<file path="config.mk">
export PLATFORM = sky130hd
export DESIGN_NAME = xaui_lane_sync_ctrl
export DESIGN_NICKNAME = d
export VERILOG_FILES = /design/src/rtl/xaui_lane_sync_ctrl.sv
export SDC_FILE = /design/constraint.sdc
export NUM_CORES = 1
export LEC_CHECK = 0
export CORE_UTILIZATION = 40
export DETAILED_ROUTE_END_ITERATION = 8
export PLACE_DENSITY = 0.62
export SKIP_CTS_REPAIR_TIMING = 1
export SYNTH_ARGS = -nofsm -noshare
export SYNTH_HDL_FRONTEND = slang
export SYNTH_SLANG_ARGS = --single-unit
</file>
<file path="constraint.sdc">
create_clock -name xaui_recclk -period 3.6 [get_ports xaui_recclk]
set_input_delay 0.72 -clock xaui_recclk [delete_from_list [all_inputs] [get_ports xaui_recclk]]
set_output_delay 0.72 -clock xaui_recclk [all_outputs]
set_load 0.005 [all_outputs]
</file>
<file path="src/rtl/xaui_lane_sync_ctrl.sv">
// xaui_lane_sync_ctrl
//   Per-lane code-group synchronisation controller for the XAUI receive path.
//   Each lane runs an independent sync state machine fed by the comma aligner and
//   8b10b decoder qualifiers. The controller decides when the lane is synchronised,
//   tells the aligner when it may realign on commas, and counts loss-of-sync events.
//
// Ports
//   xaui_recclk   in   parallel code-group clock, all logic on the rising edge
//   reset         in   synchronous, active-high
//   signal_detect in   per-lane receiver signal present; 0 forces the lane out of sync
//   cg_valid      in   per-lane strobe: a code-group is presented this cycle
//   cg_comma      in   presented code-group is a comma
//   cg_invalid    in   presented code-group is a code violation or disparity error
//   cnt_clear     in   clears all loss-of-sync counters
//   sync_status   out  1 = lane synchronised
//   enable_cdet   out  1 = aligner may realign on the next comma
//   all_sync      out  AND of all lane sync flags
//   los_count     out  lane i saturating loss-of-sync count at [i*CNT_W +: CNT_W]
//   dbg_state     out  lane i state encoding at [i*3 +: 3] for checkers
//
// Handshake: there is no backpressure. cg_valid qualifies cg_comma/cg_invalid for
// exactly the cycle it is high; a lane only advances on those cycles, except that a
// low signal_detect drops the lane to LOSS_OF_SYNC on any edge.

module xaui_lane_sync_ctrl #(
  parameter int NUM_LANES    = 4,
  parameter int COMMA_NEEDED = 4,
  parameter int GOOD_CGS     = 4,
  parameter int CNT_W        = 8
) (
  input  logic                         xaui_recclk,
  input  logic                         reset,
  input  logic [NUM_LANES-1:0]         signal_detect,
  input  logic [NUM_LANES-1:0]         cg_valid,
  input  logic [NUM_LANES-1:0]         cg_comma,
  input  logic [NUM_LANES-1:0]         cg_invalid,
  input  logic                         cnt_clear,
  output logic [NUM_LANES-1:0]         sync_status,
  output logic [NUM_LANES-1:0]         enable_cdet,
  output logic                         all_sync,
  output logic [NUM_LANES*CNT_W-1:0]   los_count,
  output logic [NUM_LANES*3-1:0]       dbg_state
);

  typedef enum logic [2:0] {
    ST_LOS  = 3'd0,
    ST_CDET = 3'd1,
    ST_ACQ1 = 3'd2,
    ST_ACQ2 = 3'd3,
    ST_ACQ3 = 3'd4,
    ST_ACQ4 = 3'd5
  } lane_state_t;

  // Terminal counter values: the edge that samples the last needed comma / good
  // code-group sees the counter one below the target.
  localparam logic [2:0] COMMA_LAST = 3'(COMMA_NEEDED - 1);
  localparam logic [3:0] GOOD_LAST  = 4'(GOOD_CGS - 1);

  logic [NUM_LANES-1:0] sync_d;
  logic [NUM_LANES-1:0] cdet_d;

  for (genvar i = 0; i < NUM_LANES; i++) begin : g_lane
    lane_state_t      state_q, state_d;
    logic [2:0]       comma_cnt_q, comma_cnt_d;
    logic [3:0]       good_cnt_q, good_cnt_d;
    logic [CNT_W-1:0] los_cnt_q;
    logic             is_bad, is_comma, is_good, loss_evt;

    // cg_invalid wins over cg_comma, and nothing counts unless cg_valid is high.
    always_comb begin
      is_bad      = cg_valid[i] & cg_invalid[i];
      is_comma    = cg_valid[i] & cg_comma[i] & ~cg_invalid[i];
      is_good     = cg_valid[i] & ~cg_invalid[i];
      state_d     = state_q;
      comma_cnt_d = comma_cnt_q;
      good_cnt_d  = good_cnt_q;

      if (!signal_detect[i]) begin
        state_d     = ST_LOS;
        comma_cnt_d = 3'd0;
        good_cnt_d  = 4'd0;
      end else begin
        case (state_q)
          ST_LOS: begin
            if (is_comma) begin
              state_d     = ST_CDET;
              comma_cnt_d = 3'd1;
            end
          end
          ST_CDET: begin
            if (is_bad) begin
              state_d     = ST_LOS;
              comma_cnt_d = 3'd0;
            end else if (is_comma) begin
              if (comma_cnt_q == COMMA_LAST) begin
                state_d     = ST_ACQ1;
                comma_cnt_d = 3'd0;
                good_cnt_d  = 4'd0;
              end else begin
                comma_cnt_d = comma_cnt_q + 3'd1;
              end
            end
          end
          ST_ACQ1: begin
            if (is_bad) begin
              state_d    = ST_ACQ2;
              good_cnt_d = 4'd0;
            end
          end
          ST_ACQ2, ST_ACQ3, ST_ACQ4: begin
            if (is_bad) begin
              good_cnt_d = 4'd0;
              case (state_q)
                ST_ACQ2: state_d = ST_ACQ3;
                ST_ACQ3: state_d = ST_ACQ4;
                default: state_d = ST_LOS;
              endcase
            end else if (is_good) begin
              if (good_cnt_q == GOOD_LAST) begin
                good_cnt_d = 4'd0;
                case (state_q)
                  ST_ACQ2: state_d = ST_ACQ1;
                  ST_ACQ3: state_d = ST_ACQ2;
                  default: state_d = ST_ACQ3;
                endcase
              end else begin
                good_cnt_d = good_cnt_q + 4'd1;
              end
            end
          end
          default: begin
            state_d     = ST_LOS;
            comma_cnt_d = 3'd0;
            good_cnt_d  = 4'd0;
          end
        endcase
      end

      loss_evt = (state_q != ST_LOS) && (state_d == ST_LOS);
    end

    always_ff @(posedge xaui_recclk) begin
      if (reset) begin
        state_q     <= ST_LOS;
        comma_cnt_q <= 3'd0;
        good_cnt_q  <= 4'd0;
        los_cnt_q   <= '0;
      end else begin
        state_q     <= state_d;
        comma_cnt_q <= comma_cnt_d;
        good_cnt_q  <= good_cnt_d;
        if (cnt_clear) begin
          los_cnt_q <= '0;
        end else if (loss_evt && (los_cnt_q != {CNT_W{1'b1}})) begin
          los_cnt_q <= los_cnt_q + 1'b1;
        end
      end
    end

    assign sync_d[i] = (state_d == ST_ACQ1) || (state_d == ST_ACQ2) ||
                       (state_d == ST_ACQ3) || (state_d == ST_ACQ4);
    assign cdet_d[i] = (state_d == ST_LOS);
    assign los_count[i*CNT_W +: CNT_W] = los_cnt_q;
    assign dbg_state[i*3 +: 3]         = state_q;
  end

  // Flags are registered from the next state so they line up with the state
  // register and come straight off flops.
  always_ff @(posedge xaui_recclk) begin
    if (reset) begin
      sync_status <= '0;
      enable_cdet <= '1;
      all_sync    <= 1'b0;
    end else begin
      sync_status <= sync_d;
      enable_cdet <= cdet_d;
      all_sync    <= &sync_d;
    end
  end

endmodule

</file>
==> flow_metrics.env <==
export IMPL_top_level_ports=72
export IMPL_cts_clk_slew_worst_paths_ns=0.06
export IMPL_rsz0062_at_grt="no"
export IMPL_grt_use_total=0.200
export IMPL_rows=38
export IMPL_synthArstFlopShare=0
export IMPL_grt_pass1_wl_um=18600
export IMPL_cp_slowest_cell="clkdlybuf4s50_1"
export IMPL_htreeDepth=3
export IMPL_maxSlewHeadroom=0.549
export IMPL_synthCells=567
export IMPL_fin_skew_ns=0.00314
export IMPL_die_h_um=108
export IMPL_via_per_inst=5.56
export IMPL_synth_distinct_cells=64
export IMPL_nNetsFinal=658
export IMPL_worstMarginPinSlew_ns=0.673
export IMPL_drv_slew=0
export IMPL_seqCellArea_um2=1620
export IMPL_wl_per_cell_um=14.6
export IMPL_crit_type="input port to flip-flop"
export IMPL_syn_nets=598
export IMPL_io_buffer_count=71
export IMPL_cts_tree="yes"
export IMPL_rr_worst_depth=8
export IMPL_synth_simple_gate_area_share=0.313
export IMPL_worstPathCellList="clkdlybuf4s50_1 -> and3b_1 -> and2_1 -> o32ai_1 -> a221oi_1 -> a31oi_1 -> or4_1 -> a21oi_1"
export IMPL_core_area_um2=10900
export IMPL_cp_start_kind="input port"
export IMPL_synthFlopType="dfxtp_1"
export IMPL_end_kind="flip-flop"
export IMPL_clockRootBuffer="clkbuf_16"
export IMPL_layout_commonest_cell="dfxtp_1"
export IMPL_crit_family="simple AND/OR/NAND/NOR gates"
export IMPL_synthAdderAreaFrac=0.0331
export IMPL_reg2reg_to="g_lane[1].los_cnt_q[6]$_SDFFE_PP0P_"
export IMPL_first_pass_iters=5
export IMPL_drc=0
export IMPL_hp_class="flip-flop to flip-flop"
export IMPL_hpwl_um=8220
export IMPL_vdd_drop_max_mv=0.303
export IMPL_cp_arrival_ns=3.20
export IMPL_r2r_start="g_lane[1].good_cnt_q[0]$_SDFFE_PP0P_"
export IMPL_hold_viol=0
export IMPL_area_delta_synth_final_pct=24.5
export IMPL_power_leakage_uw=0.00205
export IMPL_dieArea_um2=11800
export IMPL_power_density_nw_per_um2=341
export IMPL_yosysWarnings=0
export IMPL_wl_um=11200
export IMPL_clock_sinks=81
export IMPL_grt_max_degree=24
export IMPL_fin_util=0.516
export IMPL_synth_compound_area_share=0.203
export IMPL_syn_avg_cell_area_um2=7.99
export IMPL_layout_common_cells="81 x dfxtp_1, 71 x clkdlybuf4s50_1, 63 x nor2_1"
export IMPL_die_w_um=108
export IMPL_cts_buffer_depth=2
export IMPL_fin_setup_tns_ns=0
export IMPL_min_delay_start="g_lane[1].comma_cnt_q[1]$_SDFFE_PP0P_"
export IMPL_setup_slack_ns=0.669
export IMPL_antenna_found_initial=0
export IMPL_grt_ovfl_total=0
export IMPL_start_util=0.415
export IMPL_syn_area_um2=4530
export IMPL_vias=4296
export IMPL_pre_cts_slack_ns=0.371
export IMPL_min_to="g_lane[1].comma_cnt_q[1]$_SDFFE_PP0P_"
export IMPL_max_freq_mhz=341
export IMPL_synth_top_family_by_area="simple AND/OR/NAND/NOR gates"
export IMPL_fillers=1050
export IMPL_synth_seq_cells=81
export IMPL_max_cap_violations=0
export IMPL_worstPathMaxFanout=11
export IMPL_ys_seq_area_frac=0.358
export IMPL_status="finished clean"
export IMPL_yosys_mux_area_fraction=0.0224
export IMPL_synthXorXnorAreaFrac=0.0386
export IMPL_multi_input_area_um2=2770
export IMPL_critPathMaxStageDelay_ns=0.59
export IMPL_first_iter_violations=206
export IMPL_grt_pass1_vias=3921
export IMPL_cts_buffers=9
export IMPL_final_layout_size_suffix_gt1_frac=0.0522
export IMPL_r2r_slack_ns=0.77
export IMPL_placed_cells=756
export IMPL_required_ns=3.87
export IMPL_final_period_utilization=0.814
export IMPL_instances_no_fill=772
export IMPL_gp_congestion=0.882
export IMPL_antenna_cells=0
export IMPL_ant_nets=0
export IMPL_clock_latency_ns=0.34
export IMPL_setup_violations=0
export IMPL_post_route_min_period_ns=2.93
export IMPL_synth_edff_count=0
export IMPL_path_buf_inv=1
export IMPL_hold_depth=2
-- cell usage after synthesis (2+ instances only) --
cell	count	area (µm²)
dfxtp_1	81	1620
nor2_1	63	236
nand2_1	51	191
a21oi_1	36	180
nand3_1	32	160
o21ai_0	32	160
clkbuf_1	26	97.6
nor2b_1	20	125
or3_1	16	100
nand2b_1	15	93.8
xor2_1	14	123
and3_1	13	81.3
ha_1	12	150
inv_1	12	45.0
nand4_1	10	62.6
nor3b_1	10	75.1
mux2i_1	9	90.1
a31oi_1	8	50.1
and2_1	7	43.8
o211ai_1	6	45.0
xnor2_1	6	52.6
nand3b_1	5	37.5
nor3_1	5	25.0
o22ai_1	5	31.3
o31ai_1	5	37.5
a21o_1	4	30.0
a22oi_1	4	30.0
and3b_1	4	35.0
or2_2	4	25.0
or3b_2	4	35.0
a211oi_1	3	22.5
a221oi_1	3	26.3
and4_1	3	26.3
a211o_1	2	17.5
a21boi_0	2	15.0
a22o_1	2	17.5
a31o_2	2	17.5
a41o_1	2	20.0
a41oi_1	2	17.5
o2111ai_1	2	17.5
o311ai_4	2	52.6
-- through the flow --
step | hold WS, ns | instance area (µm²) | power (µW)
6_report | 0.459 | 5650 | 1920
5_1_grt | 0.473 | 5650 | 2000
4_1_cts | 0.459 | 5650 | 1950
3_5_place_dp | 0.451 | 5360 | 1040
3_3_place_gp | 0.444 | 5360 | 1040
2_1_floorplan | 0.436 | 4530 | 991
-- flip-flops by register name, indices dropped and copies added (netlist names) --
name                flops
g_lane.comma_cnt_q     12
all_sync                1
g_lane.los_cnt_q       32
enable_cdet             4
g_lane.state_q         12
sync_status             4
g_lane.good_cnt_q      16
-- tightest hold or removal path: stages (launching register included) --
cell and delay [ns]:
dfxtp_1 0.31, nand2_1 0.05, a21oi_1 0.05
-- worst max-delay path by stage --
| stage | start | endpoint | slack (ns) | cells after the start |
|---|---|---|---|---|
| 3_5_place_dp | cg_invalid[3] | g_lane[3].los_cnt_q[6]$_SDFFE_PP0P_ | 0.37 | 8 |
| 6_report | cg_invalid[3] | g_lane[3].los_cnt_q[6]$_SDFFE_PP0P_ | 0.67 | 8 |
| 5_1_grt | cg_invalid[3] | g_lane[3].los_cnt_q[6]$_SDFFE_PP0P_ | 0.52 | 8 |
| 4_1_cts | cg_invalid[3] | g_lane[3].los_cnt_q[6]$_SDFFE_PP0P_ | 0.72 | 8 |
| 2_1_floorplan | cg_valid[1] | g_lane[1].los_cnt_q[6]$_SDFFE_PP0P_ | 0.83 | 8 |
| 3_3_place_gp | cg_invalid[1] | g_lane[1].los_cnt_q[6]$_SDFFE_PP0P_ | 0.45 | 7 |
-- final cells by class --
class | count | share of cell area
clock buffer | 13 | 0.0443
clock inverter | 3 | 0.00709
inverter | 12 | 0.00798
multi-input combinational | 447 | 0.490
sequential | 81 | 0.287
tap | 140 | 0.0310
timing repair buffer | 76 | 0.133
-- per-layer routing --
layer	vias to the layer above	wire length, µm	GRT usage
li1	2187	-	-
met1	1998	5290	0.264
met2	103	5230	0.319
met3	8	595	0.0524
met4	0	129	0.0589
met5	-	0	0
-- logic make-up (layout without fill, tap and decap cells) --
kind of cell | after synthesis | in the layout
buffers and inverters | 39 | 104
and+or+nand+nor | 269 | 269
DFF | 81 | 81
AOI/OAI and AO/OA | 136 | 136
xor gates and xnor gates | 20 | 20
muxes | 10 | 10
adders and majority gates | 12 | 12
-- power breakdown --
part	internal [µW]	total, µW	switching, µW
sequential	900	906	5.42
combinational	50.0	116	65.8
clock	554	901	347
(Power assumes the default switching activity.)
